File: config.mk
export PLATFORM = sky130hd
export DESIGN_NAME = mainfsm_hs_flat
export DESIGN_NICKNAME = d
export VERILOG_FILES = /design/src/rtl/mainfsm_hs_if.sv /design/src/rtl/mainfsm_hs.sv /design/src/flat_wrapper.sv
export SDC_FILE = /design/constraint.sdc
export NUM_CORES = 1
export LEC_CHECK = 0
export ABC_CLOCK_PERIOD_IN_PS = 1450
export CORE_MARGIN = 1
export CORE_UTILIZATION = 37
export CTS_CLUSTER_SIZE = 10
export DETAILED_ROUTE_END_ITERATION = 7
export GPL_ROUTABILITY_DRIVEN = 0
export PLACE_DENSITY = 0.8
export SLEW_MARGIN = 40
export SYNTH_ARGS = -nofsm -noshare
export SYNTH_HDL_FRONTEND = slang
export SYNTH_SLANG_ARGS = --single-unit
File: constraint.sdc
create_clock -name clk -period 1.45 [get_ports clk]
set_input_delay 0.145 -clock clk [delete_from_list [all_inputs] [get_ports clk]]
set_output_delay 0.145 -clock clk [all_outputs]
set_load 0.05 [all_outputs]
File: src/rtl/mainfsm_hs_if.sv
// Control bundle between the decoder/memory/multiplier side and the main
// control FSM: instruction fields and handshake inputs in, datapath controls out.
interface mainfsm_hs_if;
  // Handshakes: MemReq stays high while the FSM waits in a memory state, and
  // the access completes in the cycle MemReady=1. MulStart pulses once on MULEX
  // entry, and the result is taken in the cycle MulDone=1. Each handshake input
  // is sampled only in its own wait state.
  logic [1:0] Op;
  logic [5:0] Funct;
  logic       IsMul;
  logic       MemReady;
  logic       MulDone;

  logic       IRWrite;
  logic       AdrSrc;
  logic       NextPC;
  logic       RegW;
  logic       MemW;
  logic       Branch;
  logic       ALUOp;
  logic [1:0] ALUSrcA;
  logic [1:0] ALUSrcB;
  logic [1:0] ResultSrc;
  logic       MemReq;
  logic       MulStart;
  logic       Fault;
  logic [1:0] FaultCause;
  logic [3:0] State;

  modport master (
    input  Op, Funct, IsMul, MemReady, MulDone,
    output IRWrite, AdrSrc, NextPC, RegW, MemW, Branch, ALUOp,
    output ALUSrcA, ALUSrcB, ResultSrc, MemReq, MulStart,
    output Fault, FaultCause, State
  );

  modport slave (
    output Op, Funct, IsMul, MemReady, MulDone,
    input  IRWrite, AdrSrc, NextPC, RegW, MemW, Branch, ALUOp,
    input  ALUSrcA, ALUSrcB, ResultSrc, MemReq, MulStart,
    input  Fault, FaultCause, State
  );
endinterface

File: src/rtl/mainfsm_hs.sv
// Multicycle processor main control FSM with memory ready/valid wait states,
// a per-access timeout, an optional multi-cycle multiply path and a sticky fault.
module mainfsm_hs #(
    parameter int MUL_EN      = 1,
    parameter int MEM_TIMEOUT = 15
) (
    input logic         clk,
    input logic         reset,
    mainfsm_hs_if.master bus
);

    localparam int            CW     = (MEM_TIMEOUT < 1) ? 1 : $clog2(MEM_TIMEOUT + 1);
    localparam logic [CW-1:0] TMO    = CW'(MEM_TIMEOUT);
    localparam bit            TMO_EN = (MEM_TIMEOUT > 0);
    localparam bit            MUL_ON = (MUL_EN != 0);

    localparam logic [3:0] FETCH    = 4'd0;
    localparam logic [3:0] DECODE   = 4'd1;
    localparam logic [3:0] MEMADR   = 4'd2;
    localparam logic [3:0] MEMRD    = 4'd3;
    localparam logic [3:0] MEMWB    = 4'd4;
    localparam logic [3:0] MEMWR    = 4'd5;
    localparam logic [3:0] EXECUTER = 4'd6;
    localparam logic [3:0] EXECUTEI = 4'd7;
    localparam logic [3:0] ALUWB    = 4'd8;
    localparam logic [3:0] BRANCH   = 4'd9;
    localparam logic [3:0] MULEX    = 4'd10;
    localparam logic [3:0] MULWB    = 4'd11;
    localparam logic [3:0] FAULT    = 4'd12;

    localparam logic [1:0] CAUSE_NONE  = 2'b00;
    localparam logic [1:0] CAUSE_UNDEF = 2'b01;
    localparam logic [1:0] CAUSE_TMO   = 2'b10;

    logic [3:0]    state_q, state_d;
    logic [CW-1:0] cnt_q, cnt_d;
    logic [1:0]    cause_q, cause_d;
    logic          mul_first_q, mul_first_d;
    logic          wait_st;
    logic          timeout;

    // Funct[4:1] belongs to the datapath decoder, not to sequencing.
    logic unused_funct;
    assign unused_funct = ^bus.Funct[4:1];

    assign wait_st = (state_q == FETCH) || (state_q == MEMRD) || (state_q == MEMWR);
    assign timeout = TMO_EN && wait_st && !bus.MemReady && (cnt_q == TMO);

    always_comb begin
        state_d = state_q;
        cause_d = cause_q;
        case (state_q)
            FETCH: begin
                if (bus.MemReady) begin
                    state_d = DECODE;
                end else if (timeout) begin
                    state_d = FAULT;
                    cause_d = CAUSE_TMO;
                end
            end
            DECODE: begin
                case (bus.Op)
                    2'b00: begin
                        if (bus.Funct[5])              state_d = EXECUTEI;
                        else if (bus.IsMul && MUL_ON)  state_d = MULEX;
                        else                           state_d = EXECUTER;
                    end
                    2'b01: state_d = MEMADR;
                    2'b10: state_d = BRANCH;
                    default: begin
                        state_d = FAULT;
                        cause_d = CAUSE_UNDEF;
                    end
                endcase
            end
            MEMADR:   state_d = bus.Funct[0] ? MEMRD : MEMWR;
            MEMRD: begin
                if (bus.MemReady) begin
                    state_d = MEMWB;
                end else if (timeout) begin
                    state_d = FAULT;
                    cause_d = CAUSE_TMO;
                end
            end
            MEMWR: begin
                if (bus.MemReady) begin
                    state_d = FETCH;
                end else if (timeout) begin
                    state_d = FAULT;
                    cause_d = CAUSE_TMO;
                end
            end
            MEMWB:    state_d = FETCH;
            EXECUTER: state_d = ALUWB;
            EXECUTEI: state_d = ALUWB;
            ALUWB:    state_d = FETCH;
            BRANCH:   state_d = FETCH;
            MULEX:    state_d = bus.MulDone ? MULWB : MULEX;
            MULWB:    state_d = FETCH;
            FAULT:    state_d = FAULT;
            default:  state_d = FETCH;
        endcase
    end

    // The count only survives while the FSM keeps waiting in the same memory
    // state; entry, exit and any ready cycle bring it back to zero.
    always_comb begin
        cnt_d = '0;
        if (wait_st && (state_d == state_q) && !bus.MemReady) begin
            cnt_d = cnt_q + CW'(1);
        end
    end

    assign mul_first_d = (state_d == MULEX) && (state_q != MULEX);

    always_ff @(posedge clk or posedge reset) begin
        if (reset) begin
            state_q     <= FETCH;
            cnt_q       <= '0;
            cause_q     <= CAUSE_NONE;
            mul_first_q <= 1'b0;
        end else begin
            state_q     <= state_d;
            cnt_q       <= cnt_d;
            cause_q     <= cause_d;
            mul_first_q <= mul_first_d;
        end
    end

    logic       o_irwrite, o_adrsrc, o_nextpc, o_regw, o_memw, o_branch, o_aluop;
    logic [1:0] o_srca, o_srcb, o_ressrc;
    logic       o_memreq, o_mulstart;

    always_comb begin
        o_irwrite  = 1'b0;
        o_adrsrc   = 1'b0;
        o_nextpc   = 1'b0;
        o_regw     = 1'b0;
        o_memw     = 1'b0;
        o_branch   = 1'b0;
        o_aluop    = 1'b0;
        o_srca     = 2'b00;
        o_srcb     = 2'b00;
        o_ressrc   = 2'b00;
        o_memreq   = 1'b0;
        o_mulstart = 1'b0;
        case (state_q)
            FETCH: begin
                o_memreq  = 1'b1;
                o_srca    = 2'b01;
                o_srcb    = 2'b10;
                o_ressrc  = 2'b10;
                o_irwrite = bus.MemReady;
                o_nextpc  = bus.MemReady;
            end
            DECODE: begin
                o_srca   = 2'b01;
                o_srcb   = 2'b10;
                o_ressrc = 2'b10;
            end
            MEMADR:   o_srcb = 2'b01;
            MEMRD: begin
                o_memreq = 1'b1;
                o_adrsrc = 1'b1;
            end
            MEMWR: begin
                o_memreq = 1'b1;
                o_adrsrc = 1'b1;
                o_memw   = 1'b1;
            end
            MEMWB: begin
                o_regw   = 1'b1;
                o_ressrc = 2'b01;
            end
            EXECUTER: o_aluop = 1'b1;
            EXECUTEI: begin
                o_aluop = 1'b1;
                o_srcb  = 2'b01;
            end
            ALUWB:    o_regw = 1'b1;
            BRANCH: begin
                o_branch = 1'b1;
                o_srca   = 2'b10;
                o_srcb   = 2'b01;
                o_ressrc = 2'b10;
            end
            MULEX:    o_mulstart = mul_first_q;
            MULWB: begin
                o_regw   = 1'b1;
                o_ressrc = 2'b11;
            end
            default: ;
        endcase
    end

    assign bus.IRWrite    = o_irwrite;
    assign bus.AdrSrc     = o_adrsrc;
    assign bus.NextPC     = o_nextpc;
    assign bus.RegW       = o_regw;
    assign bus.MemW       = o_memw;
    assign bus.Branch     = o_branch;
    assign bus.ALUOp      = o_aluop;
    assign bus.ALUSrcA    = o_srca;
    assign bus.ALUSrcB    = o_srcb;
    assign bus.ResultSrc  = o_ressrc;
    assign bus.MemReq     = o_memreq;
    assign bus.MulStart   = o_mulstart;
    assign bus.Fault      = (state_q == FAULT);
    assign bus.FaultCause = cause_q;
    assign bus.State      = state_q;

endmodule

File: src/flat_wrapper.sv
// flat-port wrapper written by rule: the top's interface ports become plain ports
module mainfsm_hs_flat 
#(
    parameter int MUL_EN      = 1,
    parameter int MEM_TIMEOUT = 15
)
  (clk, reset, bus_Op, bus_Funct, bus_IsMul, bus_MemReady, bus_MulDone, bus_IRWrite, bus_AdrSrc, bus_NextPC, bus_RegW, bus_MemW, bus_Branch, bus_ALUOp, bus_ALUSrcA, bus_ALUSrcB, bus_ResultSrc, bus_MemReq, bus_MulStart, bus_Fault, bus_FaultCause, bus_State);
  mainfsm_hs_if bus_i ();
  input logic clk;
  input logic reset;
  input wire logic [$bits(bus_i.Op)-1:0] bus_Op;
  input wire logic [$bits(bus_i.Funct)-1:0] bus_Funct;
  input wire logic [$bits(bus_i.IsMul)-1:0] bus_IsMul;
  input wire logic [$bits(bus_i.MemReady)-1:0] bus_MemReady;
  input wire logic [$bits(bus_i.MulDone)-1:0] bus_MulDone;
  output wire logic [$bits(bus_i.IRWrite)-1:0] bus_IRWrite;
  output wire logic [$bits(bus_i.AdrSrc)-1:0] bus_AdrSrc;
  output wire logic [$bits(bus_i.NextPC)-1:0] bus_NextPC;
  output wire logic [$bits(bus_i.RegW)-1:0] bus_RegW;
  output wire logic [$bits(bus_i.MemW)-1:0] bus_MemW;
  output wire logic [$bits(bus_i.Branch)-1:0] bus_Branch;
  output wire logic [$bits(bus_i.ALUOp)-1:0] bus_ALUOp;
  output wire logic [$bits(bus_i.ALUSrcA)-1:0] bus_ALUSrcA;
  output wire logic [$bits(bus_i.ALUSrcB)-1:0] bus_ALUSrcB;
  output wire logic [$bits(bus_i.ResultSrc)-1:0] bus_ResultSrc;
  output wire logic [$bits(bus_i.MemReq)-1:0] bus_MemReq;
  output wire logic [$bits(bus_i.MulStart)-1:0] bus_MulStart;
  output wire logic [$bits(bus_i.Fault)-1:0] bus_Fault;
  output wire logic [$bits(bus_i.FaultCause)-1:0] bus_FaultCause;
  output wire logic [$bits(bus_i.State)-1:0] bus_State;
  assign bus_i.Op = bus_Op;
  assign bus_i.Funct = bus_Funct;
  assign bus_i.IsMul = bus_IsMul;
  assign bus_i.MemReady = bus_MemReady;
  assign bus_i.MulDone = bus_MulDone;
  assign bus_IRWrite = bus_i.IRWrite;
  assign bus_AdrSrc = bus_i.AdrSrc;
  assign bus_NextPC = bus_i.NextPC;
  assign bus_RegW = bus_i.RegW;
  assign bus_MemW = bus_i.MemW;
  assign bus_Branch = bus_i.Branch;
  assign bus_ALUOp = bus_i.ALUOp;
  assign bus_ALUSrcA = bus_i.ALUSrcA;
  assign bus_ALUSrcB = bus_i.ALUSrcB;
  assign bus_ResultSrc = bus_i.ResultSrc;
  assign bus_MemReq = bus_i.MemReq;
  assign bus_MulStart = bus_i.MulStart;
  assign bus_Fault = bus_i.Fault;
  assign bus_FaultCause = bus_i.FaultCause;
  assign bus_State = bus_i.State;
  mainfsm_hs #(.MUL_EN(MUL_EN), .MEM_TIMEOUT(MEM_TIMEOUT)) u_core (.clk(clk), .reset(reset), .bus(bus_i));
endmodule
==> metrics.md, run 1 <==
| Metric | Value |
|---|---|
| Count of different cell masters after synthesis | `37` |
| Cell Area, Synth | `roughly 820 sq um` |
| Starting Density | `0.4078` |
| Ports | `35` |
| Outcome | `stopped before the end` |
| GR repair worst EP | `bus_MemReq` |
| CTS Sinks | `11` |
| Last stage reached | `5_1_grt` |
| IO buf count | `30` |
| Htree depth | `1` |
| Worst EP Category | `top-level output` |
| Largest net degree at the start of global routing | `12` |
| Cells after DPL | `179` |
| Async S/R FF share, synth | `1.000` |
| Stop Error | `[ERROR DPL-0038] Utilization greater than 100%, impossible to legalize` |
| Synth area leader | `dfrtp_1` |
| Synth area leaders | `dfrtp_1, nor2_1, inv_1, nand2_1, nand2b_1` |
| Clock root cell | `clkbuf_4` |
| Post-synth EDFFs | `0` |
| Chip height | `49.21 um` |
| Die Wd | `a little under 50 um` |
| Synth Area per Inst | `7.706 sq um` |
| Synth top area share | `0.3338` |
| Placed cell areas | `roughly 0.0016 sq mm` |
| Cell count after synthesis | `between 100 and 150` |
| Post-synthesis sequential area ratio | `0.3338` |
| DP Wirelength | `between 2000 and 2500 um` |
| Ys flop type | `dfrtp_1` |
| FF+latch count, synth | `11` |
| Clk buf depth | `2` |
| Num CTS Buffers | `3` |
| Yosys warns | `0` |
| Syn Nets | `121` |
| # rows | `16` |
[cells in the mapped netlist (3+ instances only)]
cell type  number
o22ai_1         4
dfrtp_1        11
inv_1           9
nor2_1         18
buf_2           4
nand2b_1        4
nand2_1         9
nor3_1          4
a21oi_1         4
nor2b_1         3
[metrics by stage]
step	util	worst slack, ns	TNS, ns	hold slack [ns]
after CTS	0.9338	-0.1757	-2.619	0.1981
after detailed placement	0.7791	-0.1479	-0.9271	0.4828
after global placement	0.7791	-0.1055	-0.5999	0.4446
after floorplan	-	-0.5486	-3.022	-0.002832
[kinds of logic after synthesis]
| kind of cell | share of synthesized area |
|---|---|
| AOI/OAI and AO/OA | 0.1957 |
| adders and majority gates | 0.01517 |
| buffers and inverters | 0.09256 |
| xor gates and xnor gates | 0.05160 |
| and+or+nand+nor | 0.3111 |
| DFF | 0.3338 |
[repair_timing]
action / in CTS
resized for setup: 54
endpoints found under the setup margin: 20
hold endpoints to repair: 0
buffers inserted: 9
pin swaps: 12
hold buffers: 0
==> inputs of run 2 (changes only) <==
--- a/config.mk
+++ b/config.mk
@@ -5,13 +5,12 @@
 export SDC_FILE = /design/constraint.sdc
 export NUM_CORES = 1
 export LEC_CHECK = 0
-export ABC_CLOCK_PERIOD_IN_PS = 1450
-export CORE_MARGIN = 1
-export CORE_UTILIZATION = 37
-export CTS_CLUSTER_SIZE = 10
+export ABC_CLOCK_PERIOD_IN_PS = 1900
+export CORE_AREA = 2 2 63 65
 export DETAILED_ROUTE_END_ITERATION = 7
+export DIE_AREA = 0 0 65 67
 export GPL_ROUTABILITY_DRIVEN = 0
-export PLACE_DENSITY = 0.8
+export PLACE_DENSITY_LB_ADDON = 0.15
 export SLEW_MARGIN = 40
 export SYNTH_ARGS = -nofsm -noshare
 export SYNTH_HDL_FRONTEND = slang
==> constraint.sdc (replaced) <==
create_clock -name clk -period 1.9 [get_ports clk]
set_input_delay 0.19 -clock clk [delete_from_list [all_inputs] [get_ports clk]]
set_output_delay 0.19 -clock clk [all_outputs]
set_load 0.05 [all_outputs]
==> run 2 against run 1 <==
  * Area after synthesis unchanged
  * Synthesized cell count unchanged
  * The run now ends clean
==> metrics.md, run 2 <==
| Metric | Value |
|---|---|
| Outcome | `finished clean` |
| Crit Path Max Fanout | `16` |
| Clk buf depth | `2` |
| Cell count after synthesis | `107` |
| Die area | `0.004355 sq mm` |
| Vias in the first global route | `793` |
| # rows | `22` |
| Worst hold path class | `primary input to async pin` |
| Core area | `0.003606 sq mm` |
| Max-slew violation total from the final report | `0` |
| Drt initial violations | `31` |
| Starting Density | `0.2287` |
| Reg2Reg Setup Slack | `0.25 ns` |
| Crit share post-route | `0.9525` |
| Synth Area per Inst | `between 7 and 8 sq um` |
| Power density over the cells | `1815 mW/mm^2` |
| Synth Area in XOR/XNOR | `0.05159` |
| Fmax | `552.5 MHz` |
| # nets final | `151` |
| Skew-Pair Late Insertion Delay | `about 0.23 ns` |
| Synth Area in Simple Gates | `0.3111` |
| CP Data Arrival Time | `around 1.6 ns` |
| Critical Path Source | `u_core.bus.State[1]` |
| Most frequent cells in the layout | `buf_12, nor2_1, clkdlybuf4s50_1, nand2_1, inv_1` |
| First-pass GRT wire length | `3684 um` |
| Vias post-DR | `between 800 and 900` |
| ANT nets after route | `0` |
| Die Wd | `between 60 and 70 um` |
| Cell Area, Synth | `824.5 sq um` |
| Count of different cell masters after synthesis | `37` |
| Layout cells sized above 1 | `0.3088` |
| Syn Nets | `121` |
| Synth area leaders | `dfrtp_1, nor2_1, inv_1, nand2_1, nand2b_1` |
| Compound-Gate Fraction of Synth Area | `0.1958` |
| Largest family of logic cells by synthesized area | `simple AND/OR/NAND/NOR gates` |
| RSZ-0062 raised after global routing | `no` |
| Synth area leader | `dfrtp_1` |
| Worst hold margin | `0.2414 ns` |
| Worst-case reg-to-reg path depth | `4` |
| Total power | `approximately 2.6 mW` |
| Final Hold Fails | `0` |
| GRT Resource Usage Total | `0.1118` |
| Peak VDD IR | `0.0003897 V` |
| Clk_skew | `roughly 0.0016 ns` |
| IO buf count | `30` |
| Top cells by count, synth | `nor2_1, dfrtp_1, inv_1, nand2_1` |
| # setup viols final | `0` |
| WP data required | `1.71 ns` |
| Num CTS Buffers | `3` |
| Synth Area in Adders | `0.01517` |
| Antenna Cells | `0` |
| Post-synthesis sequential area ratio | `0.3338` |
| WL per Instance | `12.24 um` |
| Final wirelength | `around 2300 um` |
| Htree depth | `1` |
| Slowest stage delay, CP | `0.52 ns` |
| Post-layout min period | `1.810 ns` |
| Initial antenna violation count | `0` |
| Total grt overflow | `0` |
| Number of max-cap violations | `0` |
| LEAKAGE | `0.6144 nW` |
| Drt pass-1 iters | `4` |
| Ports | `35` |
| Ys flop type | `dfrtp_1` |
| Async S/R FF share, synth | `1.000` |
| Synth top area share | `0.3338` |
| Reg2reg start | `u_core.bus.State[2]` |
| Crit path kind | `flip-flop to primary output` |
| FF+latch count, synth | `11` |
| CP Cell Sequence | `or2_2, nor3_4, buf_12` |
| Worst Setup EP | `bus_NextPC` |
| Chip height | `67 um` |
| Vias per std cell | `4.630` |
| DP Wirelength | `1857 um` |
| Largest net degree at the start of global routing | `17` |
| Mux contribution to synthesized area | `0` |
| Clock transition at path regs | `0.05 ns` |
| Post-CTS setup buffers | `0` |
| Residual DRC | `0` |
| Slowest CP cell | `dfrtp_2` |
| Area Growth Syn to Fin | `73.29%` |
| Post-synth EDFFs | `0` |
| Yosys warns | `0` |
| Worst Tran Pin Value | `about 0.49 ns` |
| CTS tree | `built` |
| Most frequent cell after synthesis | `nor2_1` |
| Worst Setup End Kind | `primary output` |
| CTS Sinks | `11` |
| Reg-to-reg endpoint | `u_core.mul_first_q` |
| Max_slew headroom | `0.6703` |
| Type of origin of the critical path | `flip-flop` |
| Leading cell type in the layout, fill and taps excluded | `buf_12` |
| Clock root cell | `clkbuf_8` |
run 2: cell counts after synthesis:
No cell type changed its count.
run 2: repair_timing:
| item | CTS | global route |
|---|---|---|
| hold buffers | 0 | 0 |
| endpoints found under the setup margin | 0 | 3 |
| resized for setup | 0 | 2 |
run 2: how the worst min path moves through the flow:
stage / start / end / slack (ns)
2_1_floorplan: reset / u_core.bus.FaultCause[0] / 0.04
3_3_place_gp: u_core.cnt_q[0] / u_core.cnt_q[0] / 0.44
3_5_place_dp: u_core.cnt_q[0] / u_core.cnt_q[0] / 0.45
4_1_cts: reset / u_core.cnt_q[3] / 0.26
5_1_grt: reset / u_core.cnt_q[2] / 0.29
6_report: reset / u_core.cnt_q[2] / 0.24
run 2: layout make-up:
type | count | area (sq um)
clock buffers | 4 | 45.04
fillers | 355 | 2177
inverters | 9 | 33.78
multi-input cells | 79 | 538.0
flip-flops and latches | 11 | 279.0
well taps | 48 | 60.06
repair buffers | 33 | 473.0
run 2: cell families after synthesis:
group           after synthesis
compound gates               22
xor+xnor                      4
fa+ha+maj                     1
buf+inv                      17
flops                        11
simple gates                 52
run 2: routing by layer:
metal / vias up / routed length (um) / track usage
met5: - / 0 / 0
met4: 0 / 12 / 0.03191
met3: 2 / 142 / 0.03547
met2: 21 / 1114 / 0.1830
met1: 400 / 982 / 0.1407
li1: 429 / - / -
run 2: where the power goes:
group          switching (mW)  leakage, nW  internal [mW]
registers               0.146        0.140          0.297
logic                    1.09        0.451          0.830
clock network          0.0825       0.0228          0.147
run 2: worst max-delay path: cells and delay by family (launching register included):
| family | cells | cell delay [ns] |
|---|---|---|
| simple gates | 2 | 0.68 |
| flops | 1 | 0.52 |
| buf+inv | 1 | 0.18 |
run 2: through the flow:
stage               setup WS [ns]    util  std cells  setup TNS (ns)  instance area [sq um]
floorplan                 -0.2926       -        107         -0.8060                  895.9
global placement           0.1623  0.3827        180               0                   1380
detailed placement         0.1290  0.3827        180               0                   1380
CTS                       0.05074  0.3952        184               0                   1425
global route              0.02047  0.3963        184               0                   1429
finish                    0.09019  0.3963        184               0                   1429
Power figures use the tool's default switching activity.
==> inputs of run 3 (changes only) <==
--- a/config.mk
+++ b/config.mk
@@ -11,6 +11,7 @@
 export DIE_AREA = 0 0 65 67
 export GPL_ROUTABILITY_DRIVEN = 0
 export PLACE_DENSITY_LB_ADDON = 0.15
+export SETUP_SLACK_MARGIN = 0.05
 export SLEW_MARGIN = 40
 export SYNTH_ARGS = -nofsm -noshare
 export SYNTH_HDL_FRONTEND = slang
==> run 3 against run 2 <==
  * Combinational power hardly changed
  * Sequential cell count stayed put
  * Clock power is 2% higher
  * Clock skew is 0.00065 ns higher
  * Power is 0.82% lower
  * First-iteration DRC count is 68% lower
  * Critical path type unchanged
  * Critical endpoint unchanged
  * Largest power group unchanged
==> metrics.md, run 3 (same netlist as run 2, synthesis figures left out) <==
| Metric | Value |
|---|---|
| Crit path kind | `flip-flop to primary output` |
| Reg2reg start | `u_core.bus.State[1]` |
| Worst hold path class | `primary input to async pin` |
| Starting Density | `0.2287` |
| Crit Path Max Fanout | `15` |
| Most frequent cells in the layout | `buf_12, nor2_1, clkdlybuf4s50_1, inv_1, nand2_1` |
| Clk buf depth | `2` |
| Chip height | `around 67 um` |
| First-pass GRT wire length | `3898 um` |
| Leading cell type in the layout, fill and taps excluded | `buf_12` |
| Total power | `about 2.6 mW` |
| Worst-case reg-to-reg path depth | `4` |
| Skew-Pair Late Insertion Delay | `0.24 ns` |
| Clock transition at path regs | `~0.05 ns` |
| RSZ-0062 raised after global routing | `no` |
| WP data required | `1.71 ns` |
| Die area | `0.004355 sq mm` |
| Area Growth Syn to Fin | `71.93%` |
| Core area | `0.003606 sq mm` |
| Post-layout min period | `1.722 ns` |
| Worst Tran Pin Value | `0.5033 ns` |
| Drt initial violations | `10` |
| Seq. cell area | `280.3 sq um` |
| Reg-to-reg endpoint | `u_core.bus.State[0]` |
| Type of origin of the critical path | `flip-flop` |
| Vias per std cell | `approximately 4.6` |
| Multi-input logic area | `530.5 sq um` |
| Fillers | `367` |
| LEAKAGE | `between 0.6 and 0.7 nW` |
| Htree depth | `1` |
| Setup slack at placement | `0.1224 ns` |
| Residual DRC | `0` |
| WL per Instance | `12.83 um` |
| Max-slew violation total from the final report | `0` |
| Outcome | `finished clean` |
| Power density over the cells | `1815 mW/mm^2` |
| CTS tree | `built` |
| Largest net degree at the start of global routing | `17` |
| Reg2Reg Setup Slack | `0.25 ns` |
| WP buf/inv | `1` |
| CTS Sinks | `11` |
| # nets final | `149` |
| Peak VDD IR | `between 0.0003 and 0.0004 V` |
| Antenna Cells | `0` |
| DP Wirelength | `between 1500 and 2000 um` |
| Num CTS Buffers | `3` |
| Crit share post-route | `0.9063` |
| Vias in the first global route | `between 800 and 900` |
| Initial antenna violation count | `0` |
| # setup viols final | `0` |
| Worst Setup End Kind | `primary output` |
| IO buf count | `30` |
| Vias post-DR | `835` |
| Ports | `35` |
| Slowest CP cell | `dfrtp_2` |
| CP Data Arrival Time | `1.53 ns` |
| GRT Resource Usage Total | `0.1192` |
| Layout cells sized above 1 | `0.2985` |
| Slowest stage delay, CP | `slightly above 0.5 ns` |
| Crit-path leading delay family | `simple AND/OR/NAND/NOR gates` |
| Total grt overflow | `0` |
| Clk_skew | `0.002224 ns` |
| Clock root cell | `clkbuf_8` |
| Drt pass-1 iters | `4` |
| # rows | `22` |
| Die Wd | `~65 um` |
| ANT nets after route | `0` |
| Max_slew headroom | `0.6639` |
| Number of max-cap violations | `0` |
| Final Hold Fails | `0` |
| CP Cell Sequence | `or2_4, nor3_4, buf_12` |
| Final wirelength | `2335 um` |
| Fmax | `~580 MHz` |
| Final setup margin | `0.1781 ns` |
==> run 3: cell count changes in the layout (fill, tap and decap cells not counted), sizes merged <==
cell | before | now
buf | 23 | 19
dlymetal6s2s | 0 | 2
==> run 3: power breakdown <==
group / switching, mW / internal (mW) / total [mW] / leakage (nW)
sequential: 0.154 / 0.299 / 0.452 / 0.139
clock: 0.0855 / 0.147 / 0.233 / 0.0228
combinational: 1.07 / 0.818 / 1.89 / 0.468
==> run 3: per-layer routing <==
| layer | share of wire | track usage |
|---|---|---|
| met1 | 0.44 | 0.1443 |
| met2 | 0.49 | 0.1946 |
| met3 | 0.060 | 0.03378 |
| met4 | 0.012 | 0.05585 |
| met5 | 0 | 0 |
==> run 3: worst max path at each step <==
| stage | start | to | slack [ns] | cells past startpoint |
|---|---|---|---|---|
| 2_1_floorplan | u_core.bus.State[1] | bus_NextPC | -0.21 | 5 |
| 3_3_place_gp | bus_MemReady | u_core.mul_first_q | 0.17 | 5 |
| 3_5_place_dp | bus_MemReady | u_core.mul_first_q | 0.12 | 5 |
| 4_1_cts | u_core.bus.State[2] | bus_MulStart | 0.07 | 5 |
| 5_1_grt | u_core.bus.State[0] | bus_ALUSrcB[0] | 0.08 | 5 |
| 6_report | u_core.bus.State[0] | bus_NextPC | 0.18 | 3 |
==> run 3: final cells by class <==
type | count | share of cell area
clock buffers | 4 | 0.03177
repair buffers | 31 | 0.3301
well taps | 48 | 0.04237
inverters | 9 | 0.02383
multi-input cells | 79 | 0.3742
flip-flops and latches | 11 | 0.1977
==> run 3: repair_timing <==
action	in CTS	in global routing
gates resized for setup	0	5
hold endpoints to repair	0	0
buffers inserted	0	0
setup endpoints to repair	0	5
hold buffers	0	0
==> run 3: per-stage QoR <==
step	hold WS, ns	area (sq um)	utilization	setup TNS, ns	cells
3_5_place_dp	0.4537	1360	0.3772	0	178
2_1_floorplan	0.04217	885.9	-	-0.2968	107
3_3_place_gp	0.4417	1360	0.3772	0	178
5_1_grt	0.2823	1418	0.3931	0	182
6_report	0.2374	1418	0.3931	0	182
4_1_cts	0.2541	1405	0.3897	0	182
